--- src/rtl/lcd_pkg.sv ---
// Shared types and field positions for the character-LCD output engine.
package lcd_pkg;

   typedef enum logic [2:0] {INIT, IDLE, SETUP, EN_HI, HOLD, WAIT} lcd_state_e;

   localparam int unsigned DATA_LSB = 0;
   localparam int unsigned DATA_W   = 8;
   localparam int unsigned RS_BIT   = 8;
   localparam int unsigned REQ_BIT  = 30;
   localparam int unsigned ON_BIT   = 31;

   localparam int unsigned BUSY_BIT = 0;
   localparam int unsigned ACK_BIT  = 1;
   localparam int unsigned INIT_BIT = 2;

   // A zero-length phase still occupies one cycle.
   function automatic int unsigned eff_len(int unsigned cyc);
      return (cyc == 0) ? 1 : cyc;
   endfunction

   // Clear display / return home need the long execution wait.
   function automatic logic is_long_cmd(logic rs, logic [DATA_W-1:0] data);
      return !rs && (data == 8'h01 || data == 8'h02 || data == 8'h03);
   endfunction

   function automatic int unsigned max2(int unsigned a, int unsigned b);
      return (a > b) ? a : b;
   endfunction

endpackage

--- src/rtl/lcd_driver_if.sv ---
// Register-side link between the load/store unit and the LCD engine.
interface lcd_driver_if;
   logic [31:0] lcd_word;
   logic [31:0] lcd_status;

   modport master (output lcd_word, input lcd_status);
   modport slave  (input lcd_word, output lcd_status);
endinterface

--- src/rtl/lcd_timer.sv ---
// Loadable down-counter shared by every phase of the LCD bus cycle.
module lcd_timer #(
   parameter int unsigned           WIDTH     = 17,
   parameter logic [WIDTH-1:0]      RESET_VAL = '0
) (
   input  logic             i_clk,
   input  logic             i_reset,
   input  logic             i_load,
   input  logic [WIDTH-1:0] i_value,
   output logic             o_done
);

   logic [WIDTH-1:0] cnt_q;

   always_ff @(posedge i_clk or negedge i_reset) begin
      if (!i_reset) begin
         cnt_q <= RESET_VAL;
      end else if (i_load) begin
         cnt_q <= i_value;
      end else if (cnt_q != '0) begin
         cnt_q <= cnt_q - 1'b1;
      end
   end

   assign o_done = (cnt_q == '0);

endmodule

--- src/rtl/lcd_driver.sv ---
// HD44780-style write engine driven by the memory-mapped LCD command word.
// Define LCD_LONG_WAIT_EN to give clear/home commands the long execution wait.
module lcd_driver
   import lcd_pkg::*;
#(
   parameter int unsigned P_POWERUP_CYC   = 750000,
   parameter int unsigned P_SETUP_CYC     = 3,
   parameter int unsigned P_PULSE_CYC     = 12,
   parameter int unsigned P_HOLD_CYC      = 3,
   parameter int unsigned P_EXEC_CYC      = 2500,
   parameter int unsigned P_LONG_EXEC_CYC = 82000
) (
   input  logic              i_clk,
   input  logic              i_reset,
   lcd_driver_if.slave       bus,
   output logic [DATA_W-1:0] o_lcd_data,
   output logic              o_lcd_rs,
   output logic              o_lcd_rw,
   output logic              o_lcd_en,
   output logic              o_lcd_on
);

   localparam int unsigned MAX_CYC = max2(max2(max2(eff_len(P_POWERUP_CYC),
      eff_len(P_SETUP_CYC)), max2(eff_len(P_PULSE_CYC), eff_len(P_HOLD_CYC))),
      max2(eff_len(P_EXEC_CYC), eff_len(P_LONG_EXEC_CYC)));
   localparam int unsigned TW = ($clog2(MAX_CYC) < 1) ? 1 : $clog2(MAX_CYC);

   localparam logic [TW-1:0] POWERUP_LD = TW'(eff_len(P_POWERUP_CYC) - 1);
   localparam logic [TW-1:0] SETUP_LD   = TW'(eff_len(P_SETUP_CYC) - 1);
   localparam logic [TW-1:0] PULSE_LD   = TW'(eff_len(P_PULSE_CYC) - 1);
   localparam logic [TW-1:0] HOLD_LD    = TW'(eff_len(P_HOLD_CYC) - 1);
   localparam logic [TW-1:0] EXEC_LD    = TW'(eff_len(P_EXEC_CYC) - 1);
   localparam logic [TW-1:0] LONG_LD    = TW'(eff_len(P_LONG_EXEC_CYC) - 1);

   lcd_state_e        state_q, state_d;
   logic              ack_q, ack_d;
   logic              req_q, req_d;
   logic [DATA_W-1:0] data_q, data_d;
   logic              rs_q, rs_d;
   logic              en_q;
   logic              on_q;
   logic [2:0]        status_q;
   logic              tmr_load;
   logic [TW-1:0]     tmr_value;
   logic [TW-1:0]     exec_ld;
   logic              tmr_done;
   logic              unused_word_bits;

   assign unused_word_bits = ^bus.lcd_word[REQ_BIT-1:RS_BIT+1];

   // The INIT phase is timed from the counter's reset value.
   lcd_timer #(
      .WIDTH     (TW),
      .RESET_VAL (POWERUP_LD)
   ) u_timer (
      .i_clk   (i_clk),
      .i_reset (i_reset),
      .i_load  (tmr_load),
      .i_value (tmr_value),
      .o_done  (tmr_done)
   );

`ifdef LCD_LONG_WAIT_EN
   assign exec_ld = is_long_cmd(rs_q, data_q) ? LONG_LD : EXEC_LD;
`else
   assign exec_ld = EXEC_LD;
`endif

   always_comb begin
      state_d   = state_q;
      ack_d     = ack_q;
      req_d     = req_q;
      data_d    = data_q;
      rs_d      = rs_q;
      tmr_load  = 1'b0;
      tmr_value = '0;
      unique case (state_q)
         INIT: begin
            if (tmr_done) state_d = IDLE;
         end
         IDLE: begin
            if (bus.lcd_word[REQ_BIT] != ack_q) begin
               state_d   = SETUP;
               data_d    = bus.lcd_word[DATA_LSB +: DATA_W];
               rs_d      = bus.lcd_word[RS_BIT];
               req_d     = bus.lcd_word[REQ_BIT];
               tmr_load  = 1'b1;
               tmr_value = SETUP_LD;
            end
         end
         SETUP: begin
            if (tmr_done) begin
               state_d   = EN_HI;
               tmr_load  = 1'b1;
               tmr_value = PULSE_LD;
            end
         end
         EN_HI: begin
            if (tmr_done) begin
               state_d   = HOLD;
               tmr_load  = 1'b1;
               tmr_value = HOLD_LD;
            end
         end
         HOLD: begin
            if (tmr_done) begin
               state_d   = WAIT;
               tmr_load  = 1'b1;
               tmr_value = exec_ld;
            end
         end
         WAIT: begin
            if (tmr_done) begin
               state_d = IDLE;
               ack_d   = req_q;
            end
         end
         default: state_d = INIT;
      endcase
   end

   always_ff @(posedge i_clk or negedge i_reset) begin
      if (!i_reset) begin
         state_q  <= INIT;
         ack_q    <= 1'b0;
         req_q    <= 1'b0;
         data_q   <= '0;
         rs_q     <= 1'b0;
         en_q     <= 1'b0;
         on_q     <= 1'b0;
         status_q <= '0;
      end else begin
         state_q  <= state_d;
         ack_q    <= ack_d;
         req_q    <= req_d;
         data_q   <= data_d;
         rs_q     <= rs_d;
         en_q     <= (state_d == EN_HI);
         on_q     <= bus.lcd_word[ON_BIT];
         status_q[BUSY_BIT] <= (state_d != IDLE);
         status_q[ACK_BIT]  <= ack_d;
         status_q[INIT_BIT] <= (state_d != INIT);
      end
   end

   assign bus.lcd_status = {29'b0, status_q};
   assign o_lcd_data     = data_q;
   assign o_lcd_rs       = rs_q;
   assign o_lcd_rw       = 1'b0;
   assign o_lcd_en       = en_q;
   assign o_lcd_on       = on_q;

endmodule
--- src/flat_wrapper.sv ---
// flat-port wrapper written by rule: the top's interface ports become plain ports
module lcd_driver_flat import lcd_pkg::*;
#(
   parameter int unsigned P_POWERUP_CYC   = 750000,
   parameter int unsigned P_SETUP_CYC     = 3,
   parameter int unsigned P_PULSE_CYC     = 12,
   parameter int unsigned P_HOLD_CYC      = 3,
   parameter int unsigned P_EXEC_CYC      = 2500,
   parameter int unsigned P_LONG_EXEC_CYC = 82000
)
  (i_clk, i_reset, o_lcd_data, o_lcd_rs, o_lcd_rw, o_lcd_en, o_lcd_on, bus_lcd_word, bus_lcd_status);
  lcd_driver_if bus_i ();
  input  logic i_clk;
  input  logic i_reset;
  output logic [DATA_W-1:0] o_lcd_data;
  output logic o_lcd_rs;
  output logic o_lcd_rw;
  output logic o_lcd_en;
  output logic o_lcd_on;
  input wire logic [$bits(bus_i.lcd_word)-1:0] bus_lcd_word;
  output wire logic [$bits(bus_i.lcd_status)-1:0] bus_lcd_status;
  assign bus_i.lcd_word = bus_lcd_word;
  assign bus_lcd_status = bus_i.lcd_status;
  lcd_driver #(.P_POWERUP_CYC(P_POWERUP_CYC), .P_SETUP_CYC(P_SETUP_CYC), .P_PULSE_CYC(P_PULSE_CYC), .P_HOLD_CYC(P_HOLD_CYC), .P_EXEC_CYC(P_EXEC_CYC), .P_LONG_EXEC_CYC(P_LONG_EXEC_CYC)) u_core (.i_clk(i_clk), .i_reset(i_reset), .bus(bus_i), .o_lcd_data(o_lcd_data), .o_lcd_rs(o_lcd_rs), .o_lcd_rw(o_lcd_rw), .o_lcd_en(o_lcd_en), .o_lcd_on(o_lcd_on));
endmodule
--- config.mk ---
export PLATFORM = sky130hd
export DESIGN_NAME = lcd_driver_flat
export DESIGN_NICKNAME = d
export VERILOG_FILES = /design/src/rtl/lcd_pkg.sv /design/src/rtl/lcd_driver_if.sv /design/src/rtl/lcd_timer.sv /design/src/rtl/lcd_driver.sv /design/src/flat_wrapper.sv
export SDC_FILE = /design/constraint.sdc
export NUM_CORES = 1
export LEC_CHECK = 0
export BUFFER_PORTS_ARGS = -buffer_cell sky130_fd_sc_hd__buf_4
export CAP_MARGIN = 30
export CORE_MARGIN = 3
export CORE_UTILIZATION = 40
export DETAILED_ROUTE_END_ITERATION = 12
export PLACE_DENSITY = 0.69
export SKIP_CTS_REPAIR_TIMING = 1
export SYNTH_ARGS = -nofsm -noshare
export SYNTH_HDL_FRONTEND = slang
export SYNTH_SLANG_ARGS = --single-unit
--- constraint.sdc ---
create_clock -name i_clk -period 2.25 [get_ports i_clk]
set_input_delay 0 -clock i_clk [delete_from_list [all_inputs] [get_ports i_clk]]
set_output_delay 0 -clock i_clk [all_outputs]
set_load 0.02 [all_outputs]
==> results.yml <==
timing:
  fin_ws_ps: 131
  fin_hold_ws_ps: 209
  totalNegativeSetupSlack_ps: 0
  finalSetupViolCount: 0
  fin_skew_ps: 10.6
  fin_crit_sh_pct: 94.2
  rsz0062_at_grt: "no"
  timing.fmax_ghz: 0.472
  slew_viol_final: 0
  finalHoldViolations: 0
  period_needed_ps: 2120
global_route:
  overflow: 0
  grt_pass1_wl_mm: 7.39
  grt_pass1_vias: 1559
  grt_max_degree: 39
  use_met3_pct: 3.50
  grt_use_met1_pct: 20.4
  grt.total_usage_pct: 14.9
  grt-busiest-layer: "met2"
  antenna_found_initial: 0
  use_met2_pct: 23.5
clock_network:
  clk_latency_ps: 290
  htreeDepth: 2
  ctsLongestPathBuffers: 2
  path_clk_slew_ps: 80
  cts_tree: "done"
  cts_root_buf: "clkbuf_8"
  cts_num_sinks: 38
  cts_buffers: 5
power_and_ir_drop:
  combPwrFrac_pct: 7.0
  pwr-share-clk_pct: 42.1
  pwr-share-seq_pct: 51.0
  switching_share_pct: 22.3
  power_mw: 1.34
  p_leak_nw: 1.16
  power.density_mw_per_mm2: 508
  p_switching_mw: 0.299
  power.internal_mw: 1.04
  ir_drop_uv: 302
yosys:
  synth_top_area_share_pct: 28.7
  async_flop_share_pct: 100
  syn_avg_cell_area_um2: 9.04
  ys_warn_count: 0
  synth-main-ff-cell: "dfrtp_1"
  synth_edf_count: 0
  syn_inst: 241
  ys_seq_elements: 38
  synth_cell_types: 44
  synth.cell_area_mm2: 0.00218
  synth_largest_area_cell: "dfrtp_1"
  yosysSeqAreaShare_pct: 44.4
  synth_area_leaders: "dfrtp_1, dfstp_2, buf_4, nand2_1, o31ai_1"
worst_hold_path:
  hold_path.class: "in -> async"
placement:
  dp_hpwl_mm: 3.29
  gp_congestion: 0.876
  dp_slack_ps: 53.2
  numPlacedInstances: 340
  numPortBuffers: 26
  postPlaceCellArea_mm2: 0.00241
worst_setup_path:
  crit_family: "simple AND/OR/NAND/NOR gates"
  path_buf_inv: 0
  crit_path_top_delay_cell: "or4_4"
  crit_fanout: 5
  critPathMostFrequentCell: "or4_4"
  criticalPathCategory: "reg -> reg"
  required_ps: 2470
  start_kind: "flop"
  setup.worst_path.end_class: "flop"
  r2r_slack_ps: 130
  cp_slowest_stage_delay_ps: 530
  cp.arrival_ps: 2340
  path_cells: "or4_4 > or4_4 > or4_1 > a21oi_1"
layout:
  antennaDiodeCount: 0
  area_delta_synth_final_pct: 21.4
  post-route-util_pct: 51.1
  drive_gt1_share_pct: 23.8
  fin_cells: 360
  nNetsFinal: 324
  layout_commonest_cell: "buf_4"
  layout_common_cells: "buf_4, nand2_1, conb_1"
  fin_area_mm2: 0.00265
status:
  status: "completed"
die:
  initial_core_util_pct: 42.1
  die_x_um: 79.8
  die_area_mm2: 0.00637
  rows: 26
  coreArea_mm2: 0.00517
  die_y_um: 79.8
  ios: 78
flow_run:
  drv_cap: 0
detailed_routing:
  drc_errors: 0
  drt-total-wl_mm: 4.66
  wl_per_cell_um: 13.0
  via_count: 1790
  dr.pass1.iters: 4
  ant_nets: 0
  drt_iter0_markers: 93
  vias_per_cell: 4.97
==> routing by layer <==
metal / vias up / wire [µm] / share of wire [%]
met2: 46 / 2240 / 48
met4: 0 / 54 / 1.2
li1: 881 / - / -
met1: 856 / 2160 / 46
met3: 7 / 209 / 4.5
met5: - / 0 / 0
==> path summary, 6_finish.rpt <==
check                                        start                       end  cells past startpoint
max                        u_core.u_timer.cnt_q[6]  u_core.u_timer.cnt_q[17]                      4
min                                        i_reset           u_core.o_lcd_on                      2
max reg2reg                u_core.u_timer.cnt_q[6]  u_core.u_timer.cnt_q[17]                      4
min reg2reg                   u_core.o_lcd_data[5]      u_core.o_lcd_data[5]                      2
max in group asynchronous                  i_reset   u_core.u_timer.cnt_q[8]                      2
min in group i_clk                bus_lcd_word[31]           u_core.o_lcd_on                      2
==> sequential cells by signal, indices dropped and copies added (netlist names) <==
signal and count:
u_core.o_lcd_en 1, u_core.u_timer.cnt_q 20, u_core.o_lcd_on 1, u_core.req_q 1, u_core.o_lcd_rs 1, u_core.o_lcd_data 8, u_core.state_q 3, u_core.status_q 3
==> power groups by stage <==
stage | Combinational [mW] | Sequential [mW] | Clock [mW]
finish | 0.0938 | 0.685 | 0.565
global route | 0.102 | 0.685 | 0.602
CTS | 0.0770 | 0.685 | 0.580
detailed placement | 0.0772 | 0.697 | 0
global placement | 0.0766 | 0.697 | 0
floorplan | 0.0846 | 0.699 | 0
==> cell usage after synthesis, types with 2 or more instances <==
library cell	n
xnor2_1	4
o31ai_1	10
nand2b_1	4
nor2b_1	4
or4_4	2
nor2_1	10
o211ai_1	3
nor3_1	6
o21ai_0	14
a31oi_1	3
inv_1	5
dfrtp_1	25
nand2_1	36
nor3b_1	2
nand3_1	4
or3_1	3
dfstp_2	13
mux2i_1	3
nor4_1	8
a21oi_1	13
buf_4	31
and2_1	2
clkbuf_1	10
or4_1	4
nand4_1	3
==> cell families after synthesis <==
| group | share of synthesized area (%) |
|---|---|
| flip-flops | 44.4 |
| multiplexers | 1.90 |
| AND/OR/NAND/NOR | 22.9 |
| XOR/XNOR | 2.01 |
| other | 0.172 |
| buffers and inverters | 14.0 |
| adder cells (fa/ha/maj) | 0.574 |
| AO/OA/AOI/OAI | 14.1 |
==> area by class of cell <==
type	count	area, µm²
timing repair buffer	55	443
tap	70	87.6
clock inverter	1	30.0
fill	503	2530
multi-input combinational	184	1020
inverter	5	18.8
sequential	38	967
clock buffer	7	76.3
==> worst reg2reg max path, cell delays in order, from the launching register on <==
cell and delay [ps]:
dfrtp_1 440, or4_4 510, or4_4 530, or4_1 410
a21oi_1 170
(Power assumes the default switching activity.)
